==> src/rtl/reward_calc_pkg.sv <==
// reward_calc_pkg: shared widths, node-state memory map, FSM encoding and address helper
package reward_calc_pkg;
  localparam int WORD_WIDTH = 16;
  localparam int ADDR_WIDTH = 11;
  localparam logic [ADDR_WIDTH-1:0] FLAGS_BASE = 11'h000;
  localparam logic [ADDR_WIDTH-1:0] NEIGHBOR_ID_BASE = 11'h048;
  localparam logic [ADDR_WIDTH-1:0] CLUSTER_ID_BASE = 11'h0C8;
  localparam logic [ADDR_WIDTH-1:0] BATTERY_BASE = 11'h148;
  localparam logic [ADDR_WIDTH-1:0] QVALUE_BASE = 11'h1C8;
  localparam logic [ADDR_WIDTH-1:0] NEIGHBOR_COUNT_ADDR = 11'h68A;
  localparam logic [ADDR_WIDTH-1:0] SINK_ID_COUNT_ADDR = 11'h68E;
  typedef enum logic [3:0] {
    IDLE, CNT_A, CNT_D, NID_A, NID_D, CID_A, CID_D, BAT_A, BAT_D, Q_A, Q_D, CALC, DONE
  } state_t;
  function automatic logic [ADDR_WIDTH-1:0] idx_addr(input logic [ADDR_WIDTH-1:0] base,
                                                     input logic [ADDR_WIDTH-2:0] idx);
    return base + {idx, 1'b0};
  endfunction
endpackage

==> src/rtl/reward_adder.sv <==
// reward_adder: saturating sum of base reward, bonuses and battery term (plus qValue/4 under REWARD_QVAL_EN)
module reward_adder
  import reward_calc_pkg::*;
#(
  parameter logic [WORD_WIDTH-1:0] R_BASE = 16'd10,
  parameter logic [WORD_WIDTH-1:0] BEST_BONUS = 16'd50,
  parameter logic [WORD_WIDTH-1:0] CLUSTER_BONUS = 16'd20,
  parameter int BATT_SHIFT = 4
) (
  input logic is_best,
  input logic cluster_match,
  input logic [WORD_WIDTH-1:0] batt,
`ifdef REWARD_QVAL_EN
  input logic [WORD_WIDTH-1:0] qval,
`endif
  output logic [WORD_WIDTH-1:0] reward
);
  localparam int SW = WORD_WIDTH + 2;
  logic [SW-1:0] sum;
  always_comb begin
    sum = SW'(R_BASE)
        + (is_best ? SW'(BEST_BONUS) : SW'(0))
        + (cluster_match ? SW'(CLUSTER_BONUS) : SW'(0))
        + SW'(batt >> BATT_SHIFT)
`ifdef REWARD_QVAL_EN
        + SW'(qval >> 2)
`endif
        ;
    reward = |sum[SW-1:WORD_WIDTH] ? '1 : sum[WORD_WIDTH-1:0];
  end
endmodule

==> src/rtl/reward_calc.sv <==
// reward_calc: fetches neighbor state from node memory and computes the Q-routing reward (REWARD_QVAL_EN adds qValue term)
module reward_calc
  import reward_calc_pkg::*;
#(
  parameter logic [WORD_WIDTH-1:0] R_BASE = 16'd10,
  parameter logic [WORD_WIDTH-1:0] BEST_BONUS = 16'd50,
  parameter logic [WORD_WIDTH-1:0] CLUSTER_BONUS = 16'd20,
  parameter int BATT_SHIFT = 4
) (
  input logic clock,
  input logic rst,
  input logic en,
  input logic start,
  input logic [WORD_WIDTH-1:0] MY_NODE_ID,
  input logic [WORD_WIDTH-1:0] MY_CLUSTER_ID,
  input logic [WORD_WIDTH-1:0] action,
  input logic [WORD_WIDTH-1:0] besthop,
  output logic [ADDR_WIDTH-1:0] address,
  input logic [WORD_WIDTH-1:0] data_in,
  output logic [WORD_WIDTH-1:0] reward_out,
  output logic done
);
  state_t state, state_d;
  logic [ADDR_WIDTH-1:0] addr_d;
  logic [WORD_WIDTH-1:0] reward_d, sum_reward;
  logic [WORD_WIDTH-1:0] node_id, cluster_id, act, best, nbr_id, nbr_cid, batt;
  logic done_d, load, invalid, invalid_d, out_of_range;
`ifdef REWARD_QVAL_EN
  logic [WORD_WIDTH-1:0] qval;
`endif
  assign out_of_range = act >= data_in;
  reward_adder #(
    .R_BASE(R_BASE),
    .BEST_BONUS(BEST_BONUS),
    .CLUSTER_BONUS(CLUSTER_BONUS),
    .BATT_SHIFT(BATT_SHIFT)
  ) u_adder (
    .is_best(act == best),
    .cluster_match(nbr_cid == cluster_id),
    .batt(batt),
`ifdef REWARD_QVAL_EN
    .qval(qval),
`endif
    .reward(sum_reward)
  );
  always_comb begin
    state_d = state;
    addr_d = address;
    reward_d = reward_out;
    done_d = done;
    invalid_d = invalid;
    load = 1'b0;
    case (state)
      IDLE: begin
        load = en;
        state_d = start ? CNT_A : IDLE;
        addr_d = start ? NEIGHBOR_COUNT_ADDR : address;
        invalid_d = start ? 1'b0 : invalid;
      end
      CNT_A: state_d = CNT_D;
      CNT_D: begin
        invalid_d = out_of_range;
        state_d = out_of_range ? CALC : NID_A;
        addr_d = out_of_range ? address : idx_addr(NEIGHBOR_ID_BASE, act[ADDR_WIDTH-2:0]);
      end
      NID_A: state_d = NID_D;
      NID_D: begin
        state_d = CID_A;
        addr_d = idx_addr(CLUSTER_ID_BASE, act[ADDR_WIDTH-2:0]);
      end
      CID_A: state_d = CID_D;
      CID_D: begin
        state_d = BAT_A;
        addr_d = idx_addr(BATTERY_BASE, act[ADDR_WIDTH-2:0]);
      end
      BAT_A: state_d = BAT_D;
`ifdef REWARD_QVAL_EN
      BAT_D: begin
        state_d = Q_A;
        addr_d = idx_addr(QVALUE_BASE, act[ADDR_WIDTH-2:0]);
      end
      Q_A: state_d = Q_D;
      Q_D: state_d = CALC;
`else
      BAT_D: state_d = CALC;
`endif
      CALC: begin
        reward_d = (invalid || nbr_id == node_id) ? '0 : sum_reward;
        done_d = 1'b1;
        state_d = DONE;
      end
      DONE: begin
        load = en;
        state_d = start ? DONE : IDLE;
        done_d = start;
      end
      default: state_d = IDLE;
    endcase
  end
  always_ff @(posedge clock) begin
    if (rst) begin
      state <= IDLE;
      address <= '0;
      reward_out <= '0;
      done <= 1'b0;
      invalid <= 1'b0;
      node_id <= '0;
      cluster_id <= '0;
      act <= '0;
      best <= '0;
      nbr_id <= '0;
      nbr_cid <= '0;
      batt <= '0;
`ifdef REWARD_QVAL_EN
      qval <= '0;
`endif
    end else begin
      state <= state_d;
      address <= addr_d;
      reward_out <= reward_d;
      done <= done_d;
      invalid <= invalid_d;
      node_id <= load ? MY_NODE_ID : node_id;
      cluster_id <= load ? MY_CLUSTER_ID : cluster_id;
      act <= load ? action : act;
      best <= load ? besthop : best;
      nbr_id <= state == NID_D ? data_in : nbr_id;
      nbr_cid <= state == CID_D ? data_in : nbr_cid;
      batt <= state == BAT_D ? data_in : batt;
`ifdef REWARD_QVAL_EN
      qval <= state == Q_D ? data_in : qval;
`endif
    end
  end
endmodule

==> config.mk <==
export PLATFORM = sky130hd
export DESIGN_NAME = reward_calc
export DESIGN_NICKNAME = d
export VERILOG_FILES = /design/src/rtl/reward_calc_pkg.sv /design/src/rtl/reward_adder.sv /design/src/rtl/reward_calc.sv
export SDC_FILE = /design/constraint.sdc
export NUM_CORES = 1
export LEC_CHECK = 0
export CORE_ASPECT_RATIO = 0.75
export CORE_MARGIN = 2
export CORE_UTILIZATION = 40
export CTS_BUF_LIST = sky130_fd_sc_hd__clkbuf_16
export DETAILED_ROUTE_END_ITERATION = 7
export PLACE_DENSITY = 0.66
export SYNTH_ARGS = -nofsm -noshare
export SYNTH_HDL_FRONTEND = slang
export SYNTH_HIERARCHICAL = 1
export SYNTH_SLANG_ARGS = --single-unit
==> constraint.sdc <==
create_clock -name clock -period 5.1 [get_ports clock]
set_input_delay 0.765 -clock clock [delete_from_list [all_inputs] [get_ports clock]]
set_output_delay 0.765 -clock clock [all_outputs]
set_load 0.005 [all_outputs]
Word-level counts from Yosys, hierarchy flattened
Index checks and enable logic that the tools add are counted.
{ "totals": {"ff_bits": 145, "latchBits": 0, "ram_bits": 0, "romBits": 0, "in_bits": 84, "out_inout_bits": 28, "elab_cells": 58, "mem_count": 0} }
{ "op_classes": {"add_sub_neg": 6, "multipliers": 0, "n_div": 0, "order_cmp": 1, "n_eq_ne": 15, "shifts": 0, "mux": 15, "bitwise_logic": 0, "n_reduce_logical": 9} }
{ "op_table": {"columns": ["op", "count"], "rows": [
  ["16-bit == test", 3],
  ["11-bit one-hot mux with 4 select lines", 1],
  ["4-bit one-hot mux with 11 select lines", 1],
  ["16-bit two-way mux", 2],
  ["11-bit two-way mux", 2],
  ["18-bit by 12-bit adder with 18-bit output", 1],
  ["18-bit adder", 1],
  ["4-bit by 18-bit adder with 18-bit output, first input constant", 1],
  ["4-bit by 3-bit == test with 1-bit output, second input constant", 4],
  ["16-bit >= comparator", 1],
  ["4-bit == test, second input constant", 3],
  ["7-bit by 11-bit adder with 11-bit output, first input constant", 1],
  ["8-bit by 11-bit adder with 11-bit output, first input constant", 1],
  ["9-bit by 11-bit adder with 11-bit output, first input constant", 1],
  ["4-bit by 2-bit == test with 1-bit output, second input constant", 2],
  ["4-bit two-way mux", 2],
  ["6-bit two-way mux", 1],
  ["5-bit two-way mux", 1],
  ["4-bit by 1-bit == test with 1-bit output, second input constant", 1],
  ["4-bit zero test", 1],
  ["2-bit != test, second input constant", 2],
  ["1-bit one-hot mux with 2 select lines", 2],
  ["2-bit nonzero test", 2],
  ["4-bit nonzero test", 1],
  ["other kinds (5)", 8]
]} }

Depth between registers and ports, before layout
{ "depth": {"depth_word": 8, "depth_mapped": 16, "depth_no_buf": 15} }

Modules after synthesis
Netlist, hierarchy kept.
{ "by_module_without_submodules": {"columns": ["module", "n_inst", "cells_each", "area_each_um2", "seq_area_each_um2"], "rows": [
  ["reward_calc", 1, 778, 6232.2, 2882.8],
  ["reward_adder", 1, 50, 391.6, 0.0]
]} }

Worst setup path before layout
No wires, ideal clock.
{ "synth_path": {"path_type": "reg2reg", "startpoint": "register act[4]", "endpoint": "register reward_out[10]", "arrival_time_ns": 2.901, "setup_slack_ns": 2.072, "stages_incl_launch_ff": 17, "n_path_buf": 1, "synth_period_minus_slack_ns": 3.028, "cell_sequence": "dfxtp_1 > clkbuf_1 > xnor2_1 > nand4_1 > nor4_1 > inv_1 > ha_1 > inv_1 > ha_1 > inv_1 > fa_1 > nand2b_1 > a21oi_1 > o211ai_1 > xnor2_1 > a22oi_1 > nor2_1"} }
{ "synth_via": {"elab_chain_cells": 8} }
{ "synth_rtl": {"columns": ["element", "line_no", "source"], "rows": [
  ["from (decl)", "reward_calc.sv:26", "logic [WORD_WIDTH-1:0] node_id, cluster_id, act, best, nbr_id, nbr_cid, batt;"],
  ["from (signal assigned)", "reward_calc.sv:125", "act <= load ? action : act;"],
  ["16-bit == test (*)", "reward_calc.sv:38", ".is_best(act == best),"],
  ["6-bit two-way mux (*)", "reward_adder.sv:22", "+ (is_best ? SW'(BEST_BONUS) : SW'(0))"],
  ["4-bit by 18-bit adder with 18-bit output (*)", "reward_adder.sv:22", null],
  ["18-bit adder (*)", "reward_adder.sv:23", "+ (cluster_match ? SW'(CLUSTER_BONUS) : SW'(0))"],
  ["18-bit by 12-bit adder with 18-bit output (*)", "reward_adder.sv:24", "+ SW'(batt >> BATT_SHIFT)"],
  ["2-bit OR reduction", "reward_adder.sv:29", "reward = |sum[SW-1:WORD_WIDTH] ? '1 : sum[WORD_WIDTH-1:0];"],
  ["16-bit two-way mux (*)", "reward_adder.sv:29", null],
  ["net sum_reward[10]", "reward_calc.sv:25", "logic [WORD_WIDTH-1:0] reward_d, sum_reward;"],
  ["16-bit two-way mux (*)", "reward_calc.sv:88", "reward_d = (invalid || nbr_id == node_id) ? '0 : sum_reward;"],
  ["to (signal assigned)", "reward_calc.sv:120", "reward_out <= reward_d;"],
  ["to (decl)", "reward_calc.sv:20", "output logic [WORD_WIDTH-1:0] reward_out,"]
]} }
Mark *: on every way through the listed nets, which the timed path passes. The rest lies on a longest branch.
A chain may end at the register's enable or synchronous reset.

Worst setup path after layout
Same ends and word-level chain as after synthesis.

==> metrics.log <==
[metrics] number of placement rows: 40
[metrics] PnR Total Power: approximately 2.9 mW
[metrics] starting utilization of the core area: between 40% and 50%
[metrics] layer carrying the most global-route usage: met1
[metrics] most frequent cell on the critical path: inv_1
[metrics] Post-Syn Area: about 6500 um2
[metrics] Fmax achieved: around 0.29 GHz
[metrics] worst-case setup slack after placement: about 1600 ps
[metrics] Hold Startpoint: batt[5]$_SDFFE_PP0N_
[metrics] area of the core: 16000 um2
[metrics] height of the die: around 110 um
[metrics] CP max FO: 7
[metrics] Skew-Pair Late Insertion Delay: 420 ps
[metrics] drt wl/cell: 15.4 um
[metrics] sort of element at the end of the critical path: register
[metrics] kind of launch point of the worst setup path: register
[metrics] Final HPWL DP: 12.4 mm
[metrics] Worst IR Drop VDD: approximately 0.21 mV
[metrics] GR Util met1: a little under a third
[metrics] Die X: roughly 150 um
[metrics] master cell of the clock root buffer: clkbuf_16
[metrics] pin count of the biggest net entering global routing: 98
[metrics] buffers added on ports: 110
[metrics] number of vias per cell: a little over 5
[metrics] final period utilization: 68.5%
[metrics] number of vias after detailed routing: 5634
[metrics] number of DRC violations after detailed-routing iteration 0: 333
[metrics] hold violation count in the final report: 0
[metrics] post-layout instance count excluding filler cells: 1118
[metrics] crit path setup slack, layout: 1610 ps
[metrics] Final Max Tran Viols: 0
[metrics] combined global-route utilization of all metal layers: between 20% and 30%
[metrics] slowest library cell on the worst path: nor4_1
[metrics] number of top-level design ports: around 110
[metrics] core utilization of the finished layout: about half
[metrics] area of the die: around 17000 um2
[metrics] normalized max-slew margin: between 20% and 30%
[metrics] Static Leakage: 2.95 nW
[metrics] final setup skew: roughly 8.7 ps
[metrics] kind of cell with the highest combined delay on the critical path: simple AND/OR/NAND/NOR gates
[metrics] crit path buf inv count: 3
[metrics] clock slew at reported path FFs: approximately 60 ps
[metrics] GR Layer Usage met2: 30.2%
[metrics] first-pass GRT wire length: 27.7 mm
[metrics] maximum number of buffers from clock root to sink: 2
[metrics] first-pass detailed-route iteration total: 6
[metrics] met3 track demand over resource in global routing: 4.46%
[metrics] initial antenna violation count: 0
[metrics] final sum of negative setup slack: 0 ps
[metrics] MaxCap Viol Count: 0
[metrics] CTS sink count: 140
[metrics] count of endpoints failing setup in the final report: 0
[metrics] WP data required: between 5000 and 6000 ps
[metrics] layout cell share with drive strength beyond 1: approximately 5.2%
[metrics] layout filler cell count: between 1500 and 2000
[metrics] hold buffers post-CTS: 0
[metrics] Cells after DPL: ~1100
[metrics] H-Tree Depth: 4
[metrics] cell breakdown of the critical path: xnor2_1 > nand4_1 > nor4_1 > inv_1 > ha_1 > inv_1 > ha_1 > inv_1 > fa_1 > nand2b_1 > a21oi_1 > o211ai_1 > xnor2_1 > a22oi_1 > nor2_1
[metrics] average cell area after synthesis: about 8.0 um2
[metrics] Critical Setup Path Class: register to register
[metrics] Worst Max-Slew Pin Slew: between 1000 and 1500 ps
[metrics] maximum cell stage delay along the critical path: 720 ps
[metrics] detailed-route DRC error count: 0
[metrics] cell count after synthesis: roughly 810
[metrics] number of buffers created by CTS: 17
[metrics] number of global-route vias before repair: around 5300
[metrics] Crit path arrival time: about 3800 ps
[metrics] final standard cell area without fillers: 8200 um2
[metrics] result of the run: finished clean
[metrics] count of inserted antenna diode cells: 0
[metrics] worst min-delay path class: register to register
[metrics] number of nets still failing antenna checks after routing: 0
[metrics] routability cong.: approximately 0.83
[metrics] crit path launch: act[4]$_SDFFE_PP0P_
[metrics] CTS tree: yes
[metrics] power density relative to cell area: 357 nW/um2
[metrics] number of gates resized after CTS: 0
[metrics] final worst hold slack: 457 ps
[metrics] Setup Buffers After CTS: 0
[metrics] reg-to-reg critical path startpoint: act[4]$_SDFFE_PP0P_
[metrics] global route total overflow: 0
[metrics] area growth from synthesis to final layout: 26.2%
[metrics] net count of the finished layout: just over 1000
[metrics] minimum period implied by the final worst setup slack: 3490 ps
[metrics] setup repair after global routing missed its margin: no
[metrics] final wirelength: about 17 mm
[metrics] Area after DPL: around 7600 um2
[metrics] yosys synthesis warning count: 6
-- where the power goes --
group,internal [mW],switching (mW)
clock,0.678,0.507
combinational,0.227,0.274
sequential,1.17,0.0746
-- layout make-up --
type,instances,area (um2),share of cell area [%]
Inverter,28,105,1.28
Multi-Input combinational cell,595,3340,40.8
Clock buffer,17,425,5.19
Timing Repair Buffer,113,1120,13.7
Clock inverter,15,140,1.71
Sequential cell,140,2800,34.2
Tap cell,210,263,3.21
-- layout by cell type (no fill, tap or decap), types with 7 or more instances in the layout --
master / instances
nand4_1: 17
o21ai_0: 14
xnor2_1: 58
a21oi_1: 135
inv_1: 27
a22oi_1: 16
nand3_1: 7
dfxtp_1: 140
ha_1: 27
clkdlybuf4s50_1: 109
clkbuf_16: 17
nand2_1: 230
nor2_1: 30
-- state kept, by name (all words and copies together) (netlist names) --
register    flops
act            16
reward_out     16
best           16
cluster_id     16
invalid         1
batt           12
node_id        16
nbr_cid        16
state           4
nbr_id         16
address        10
done            1
-- layer usage --
layer	up-vias	share of wire [%]
li1	2887	-
met1	2572	51
met2	150	42
met3	25	5.2
met4	0	1.9
met5	-	0
-- worst paths after layout --
kind / to / slack, ps / cells past startpoint
max: reward_out[10]$_SDFFE_PP0P_ / 1610 / 15
min: batt[5]$_SDFFE_PP0N_ / 460 / 2
max reg2reg: reward_out[10]$_SDFFE_PP0P_ / 1610 / 15
min reg2reg: batt[5]$_SDFFE_PP0N_ / 460 / 2
-- tightest hold or removal path, cell delays in order (launching register included) --
cell     delay (ps)
dfxtp_1         310
nand2_1          50
a21oi_1          50
(Power assumes the default switching activity.)
